<file path="src/rtl/ptr_sync_flag_gen.sv">
// Gray pointer synchroniser for async FIFOs: N-flop sync, Gray->binary, registered level and flags.
// Define PTR_SYNC_GRAY_CHECK_EN to build the sticky Gray-coding violation monitor on o_gray_err.
module ptr_sync_flag_gen #(
  parameter int unsigned PTR_W     = 12,
  parameter int unsigned STAGES    = 2,
  parameter int unsigned SIDE      = 0,
  parameter int unsigned ALMOST_TH = 16
) (
  input  logic           i_clk,
  input  logic           i_rst,
  input  logic [PTR_W:0] i_remote_gptr,
  input  logic [PTR_W:0] i_local_bptr,
  output logic [PTR_W:0] o_remote_gptr,
  output logic [PTR_W:0] o_remote_bptr,
  output logic [PTR_W:0] o_level,
  output logic           o_flag,
  output logic           o_almost,
  output logic           o_sync_valid,
  output logic           o_gray_err
);

  localparam int unsigned PW       = PTR_W + 1;
  localparam int unsigned WARM_MAX = STAGES + 1;
  localparam int unsigned CNT_W    = $clog2(WARM_MAX + 1);

  localparam logic [PTR_W:0]   FULL_LVL   = {1'b1, {PTR_W{1'b0}}};
  localparam logic [PTR_W:0]   AFULL_LVL  = FULL_LVL - PW'(ALMOST_TH);
  localparam logic [PTR_W:0]   AEMPTY_LVL = PW'(ALMOST_TH);
  localparam logic [CNT_W-1:0] WARM_DONE  = CNT_W'(WARM_MAX);

  // Elaboration-time parameter legality
  generate
    if (STAGES < 2 || STAGES > 4) begin : g_bad_stages
      $error("ptr_sync_flag_gen: STAGES must be in 2..4");
    end
    if (SIDE > 1) begin : g_bad_side
      $error("ptr_sync_flag_gen: SIDE must be 0 or 1");
    end
    if (ALMOST_TH < 1 || ALMOST_TH > ((1 << PTR_W) - 1)) begin : g_bad_th
      $error("ptr_sync_flag_gen: ALMOST_TH must be in 1..2^PTR_W-1");
    end
  endgenerate

  logic [STAGES-1:0][PTR_W:0] sync_q, sync_d;
  logic [PTR_W:0]             bptr_q, bptr_d;
  logic [PTR_W:0]             level_q, level_d;
  logic                       flag_q, flag_d;
  logic                       almost_q, almost_d;
  logic [CNT_W-1:0]           warm_q, warm_d;
  logic                       valid_q, valid_d;

  logic [PTR_W:0] gptr_c;
  logic [PTR_W:0] raw_lvl_c;
  logic           full_c, afull_c, empty_c, aempty_c;

  assign gptr_c = sync_q[STAGES-1];

  // Plain shift chain; stage 0 is the only flop that sees the asynchronous input
  always_comb begin
    sync_d = {sync_q[STAGES-2:0], i_remote_gptr};
  end

  // Gray->binary: bit i is the XOR of all Gray bits at or above i
  always_comb begin
    bptr_d = gptr_c;
    for (int unsigned s = 1; s < PW; s++) begin
      bptr_d = bptr_d ^ (gptr_c >> s);
    end
  end

  // Modulo subtraction handles pointer wrap without special cases
  always_comb begin
    if (SIDE == 0) begin
      raw_lvl_c = i_local_bptr - bptr_q;
    end else begin
      raw_lvl_c = bptr_q - i_local_bptr;
    end
  end

  always_comb begin
    full_c   = (raw_lvl_c >= FULL_LVL);
    afull_c  = (raw_lvl_c >= AFULL_LVL);
    empty_c  = (raw_lvl_c == '0);
    aempty_c = (raw_lvl_c <= AEMPTY_LVL);
  end

  // Until the chain carries post-reset data, report the conservative state
  always_comb begin
    level_d  = '0;
    flag_d   = 1'b1;
    almost_d = 1'b1;
    if (valid_q) begin
      level_d  = raw_lvl_c;
      flag_d   = (SIDE == 0) ? full_c  : empty_c;
      almost_d = (SIDE == 0) ? afull_c : aempty_c;
    end
  end

  always_comb begin
    warm_d  = (warm_q == WARM_DONE) ? warm_q : warm_q + CNT_W'(1);
    valid_d = (warm_d == WARM_DONE);
  end

  always_ff @(posedge i_clk or posedge i_rst) begin
    if (i_rst) begin
      sync_q   <= '0;
      bptr_q   <= '0;
      level_q  <= '0;
      flag_q   <= 1'b1;
      almost_q <= 1'b0;
      warm_q   <= '0;
      valid_q  <= 1'b0;
    end else begin
      sync_q   <= sync_d;
      bptr_q   <= bptr_d;
      level_q  <= level_d;
      flag_q   <= flag_d;
      almost_q <= almost_d;
      warm_q   <= warm_d;
      valid_q  <= valid_d;
    end
  end

  assign o_remote_gptr = gptr_c;
  assign o_remote_bptr = bptr_q;
  assign o_level       = level_q;
  assign o_flag        = flag_q;
  assign o_almost      = almost_q;
  assign o_sync_valid  = valid_q;

`ifdef PTR_SYNC_GRAY_CHECK_EN
  logic [PTR_W:0] gprev_q;
  logic [PTR_W:0] gdiff_c;
  logic           gerr_q, gerr_d;

  // A legal Gray step flips at most one bit: x & (x-1) != 0 means two or more
  always_comb begin
    gdiff_c = gptr_c ^ gprev_q;
    gerr_d  = gerr_q | (valid_q && ((gdiff_c & (gdiff_c - PW'(1))) != '0));
  end

  always_ff @(posedge i_clk or posedge i_rst) begin
    if (i_rst) begin
      gprev_q <= '0;
      gerr_q  <= 1'b0;
    end else begin
      gprev_q <= gptr_c;
      gerr_q  <= gerr_d;
    end
  end

  assign o_gray_err = gerr_q;
`else
  assign o_gray_err = 1'b0;
`endif

endmodule

</file>
<file path="config.mk">
export PLATFORM = sky130hd
export DESIGN_NAME = ptr_sync_flag_gen
export DESIGN_NICKNAME = d
export VERILOG_FILES = /design/src/rtl/ptr_sync_flag_gen.sv
export SDC_FILE = /design/constraint.sdc
export NUM_CORES = 1
export LEC_CHECK = 0
export CAP_MARGIN = 15
export CORE_MARGIN = 1.5
export CORE_UTILIZATION = 35
export DETAILED_ROUTE_END_ITERATION = 6
export MAX_ROUTING_LAYER = met4
export PLACE_DENSITY = 0.69
export SLEW_MARGIN = 25
export SYNTH_ARGS = -nofsm -noshare
export SYNTH_HDL_FRONTEND = slang
export SYNTH_SLANG_ARGS = --single-unit
</file>
<file path="constraint.sdc">
create_clock -name i_clk -period 2.55 [get_ports i_clk]
set_input_delay 0.6375 -clock i_clk [delete_from_list [all_inputs] [get_ports i_clk]]
set_output_delay 0.6375 -clock i_clk [all_outputs]
set_load 0.02 [all_outputs]
</file>
==> reports/summary.md <==
The worst hold path was traced through 0 stages. The worst setup path is captured at a flop. Net count after synthesis: 235. Clock latency on the worst-skew pair, taken at its later pin, is 0.33 ns. After detailed routing, the number of remaining DRC violations is 0. The run gives 0.3594 as the effective utilization at floorplan. The clock arrives with 0.005305 ns of skew. The commonest non-fill, non-tap cell in the layout is sky130_fd_sc_hd__clkdlybuf4s50_1. Input and output buffers added on the ports amount to 69.

Timing analysis after detailed placement gives a worst setup slack of -0.5768 ns. The routed via count was 1733; the die height was 86.07 µm. After detailed routing, the average wire length per cell comes to 12.51 µm. TritonCTS built the clock tree. The type of the worst setup path was input pin to flop. The share of the clock period used by the worst path works out to 0.9775. The element type at the critical path start was an input pin.

The standard cell core area is 6719 µm². The slowest stage of the critical path is the sky130_fd_sc_hd__clkdlybuf4s50_1 cell. The run gives 1732 as the via count of the first global-routing pass. After the first detailed-routing iteration, the DRC count stood at 89.

Yosys attributes the largest share of cell area to sky130_fd_sc_hd__dfrtp_1 58%, sky130_fd_sc_hd__ha_1 6.2%, sky130_fd_sc_hd__xnor2_1 4.0%. The most used flip-flop cell after synthesis is sky130_fd_sc_hd__dfrtp_1. Averaged over all synthesized cells, the footprint is 12.45 µm².

The leading area contributor after synthesis is sky130_fd_sc_hd__dfrtp_1. For the total leakage power, the log shows 0.001687 µW. The classification of the worst-slack hold path was flop to flop. For the aggregate global-route resource usage, the log shows 0.1408.

The library cells used most frequently in the layout, excluding fill and tap cells, are 66 x sky130_fd_sc_hd__clkdlybuf4s50_1, 56 x sky130_fd_sc_hd__dfrtp_1, 30 x sky130_fd_sc_hd__buf_4, 15 x sky130_fd_sc_hd__inv_1, 12 x sky130_fd_sc_hd__nor2_1. The delay of the slowest cell on the worst path came out at 0.52 ns. The top-level port count is 71. For the number of hold-slack violations in the final timing report, the log shows 0. The tools report the aggregate routed wire length as 4804 µm. The number of nets in the finished design is 340, and the number of iterations in the first detailed-routing pass is 4. The setup slack after layout is 0.05732 ns, and the fraction of final layout cells with drive strength greater than 1 is 0.2467. The number of antenna violations at the first check in global routing was 0.

Proportion of synthesized chip area in sequential cells: 0.5912. The signal on the critical path passes through clkdlybuf4s50_1, ha_4, a21o_1, a221oi_4, o21ai_2, a221oi_2, xnor2_1, o311ai_2. The maximum vdd ir drop came out at 363.0 µV.

The critical path data arrival time is 2.68 ns, and the distinct cell type count after synthesis is 43. In this run, placement finished with an instance count of 364. Detailed routing placed a total of 246 µm of wire on met3.

In this run the deepest clock path goes through 2 buffers. Dividing total power by cell area gives a power density of 1063 nW/µm². For the remaining antenna violation count after routing, the log shows 0. Counting cells, the worst reg-to-reg path comes to 9. The path with the worst hold slack has its endpoint at o_remote_gptr[8].

The run gives 2.74 ns as the worst path required time. The synthesized design contains 57 register bits. Number of rows created at floorplan: 30. Entering global routing, the biggest net connects 22 pins.

Buffers inserted during clock tree synthesis total 9. In the routed layout, each cell is associated on average with a via count of 4.513. The worst hold path begins at sync_d[21].

The repair_antennas step left the layout with diodes totalling 0. The tools report the max-cap violation count as 0. The wire length of the first global-routing pass is 7569 µm, and the share of flip-flops with an asynchronous set or reset is 1.000.

Register-to-register setup slack: 0.22 ns. The tools report the worst reg2reg path endpoint as o_almost. The maximum level of the CTS H-tree was 3. The count of synthesis-stage warnings from yosys came out at 0. The number of fillers in the final layout is 579, and the area added between synthesis and finish is 55.03%. The logs give 0 for the number of pins with negative max-slew slack in the final report and 401.2 MHz for the timing-limited maximum frequency. Final weighted congestion in routability-driven placement: 0.7728.

Setup violations remaining at the end of the flow were counted as 0. The clock period minus final worst setup slack works out to 2.493 ns. The area share of the leading cell type in the synthesized netlist was 0.5803; the leftover overflow at the end of global routing was 0.

CTS saw 57 sinks. The detailed-route wire length on metal 1 is 1862 µm. The detailed router used layers up to and including met4. The wire-length estimate of the detail-placed layout is 3478 µm. Summing internal, switching and leakage power gives 3978 µW.

The routed length on met2 is 2615 µm. Measured along the x axis, the die boundary spans 86.07 µm. Yosys mapped a number of flops with a built-in enable equal to 0.

The full die area was 7407 µm². The synthesized netlist occupies a cell area of 2415 µm². For this run, the number of standard cells in the final layout without fillers is 384. The clock transition at the registers of the reported paths is 0.07 ns, and the maximum fanout encountered on the critical timing path is 4. The run finished with clean final reports. The tools report the gate count after technology mapping as 194.

CTS placed an instance of sky130_fd_sc_hd__clkbuf_8 at the clock tree root. The worst register-to-register path begins at o_remote_bptr[0].
==> cells by family after synthesis <==
family                   Yosys count  synth area share
AO/OA/AOI/OAI                     25           0.07617
XOR/XNOR                          26            0.1166
adder cells (fa/ha/maj)           13           0.07046
buffers and inverters             25           0.04248
flip-flops                        57            0.5912
other                              1          0.001553
AND/OR/NAND/NOR                   47            0.1016
==> stage by stage <==
step	hold slack [ns]	TNS, ns	area (µm²)	util
after detailed placement	0.3358	-2.543	3398	0.5058
after floorplan	0.3312	-0.07533	2436	-
after global routing	0.3617	-0.006343	3744	0.5572
after CTS	0.3510	0	3642	0.5421
after global placement	0.3320	-2.207	3398	0.5058
final	0.3483	0	3744	0.5572
==> area by class of cell <==
type | instances | area, µm² | area share
inverter | 19 | 71.32 | 0.01905
timing repair buffer | 100 | 924.6 | 0.2470
multi-input combinational | 112 | 1023 | 0.2734
clock inverter | 6 | 68.82 | 0.01838
clock buffer | 10 | 127.6 | 0.03409
tap | 80 | 100.1 | 0.02674
sequential | 57 | 1428 | 0.3814
==> worst max-delay path, delay by kind of cell <==
| family | cells | cell delay [ns] |
|---|---|---|
| xor+xnor | 1 | 0.21 |
| compound gates | 5 | 1.08 |
| buf+inv | 1 | 0.52 |
| fa+ha+maj | 1 | 0.23 |
==> layer usage <==
| metal | vias to the layer above | global-route usage |
|---|---|---|
| li1 | 857 | - |
| met1 | 816 | 0.1434 |
| met2 | 51 | 0.2412 |
| met3 | 9 | 0.04716 |
| met4 | 0 | 0.07185 |
| met5 | - | - |
==> flip-flops by register name (all words and copies together) (netlist names) <==
name / cells
o_level: 13
o_remote_bptr: 13
o_remote_gptr: 13
sync_d: 13
warm_q: 2
o_almost: 1
o_flag: 1
o_sync_valid: 1
==> how the worst max path moves through the flow <==
| stage | startpoint | to | slack [ns] | cells after the start |
|---|---|---|---|---|
| 6_report | i_local_bptr[4] | o_almost | 0.06 | 8 |
| 3_5_place_dp | i_local_bptr[0] | o_almost | -0.58 | 11 |
| 3_3_place_gp | i_local_bptr[0] | o_almost | -0.50 | 11 |
| 4_1_cts | i_local_bptr[0] | o_almost | 0.005 | 12 |
| 2_1_floorplan | i_local_bptr[0] | o_almost | -0.08 | 10 |
| 5_1_grt | i_local_bptr[3] | o_almost | -0.006 | 9 |
==> repair_timing <==
action,CTS,global route
gates cloned,0,0
pin swaps,11,11
hold buffers,0,0
setup endpoints to repair,3,1
buffers inserted,2,2
gates resized for setup,8,13
==> Yosys cell counts (all sizes together) (2+ instances only) <==
library cell / instances
a21o: 5
a21oi: 5
a221oi: 2
and2: 6
and3: 2
buf: 3
clkbuf: 3
dfrtp: 56
ha: 12
inv: 18
nand2: 8
nand2b: 2
nand3b: 2
nand4: 2
nor2: 12
nor3: 5
nor4: 2
o21a: 2
o21ai: 2
or3: 2
xnor2: 13
xor2: 12
==> report_power, final <==
part | internal (µW) | leakage [µW] | total [µW] | switching (µW)
combinational | 1010 | 0.000936 | 1950 | 940
clock | 454 | 0.0000964 | 834 | 380
sequential | 1110 | 0.000654 | 1190 | 76.2
No activity file was read; power rests on OpenSTA's default activity.
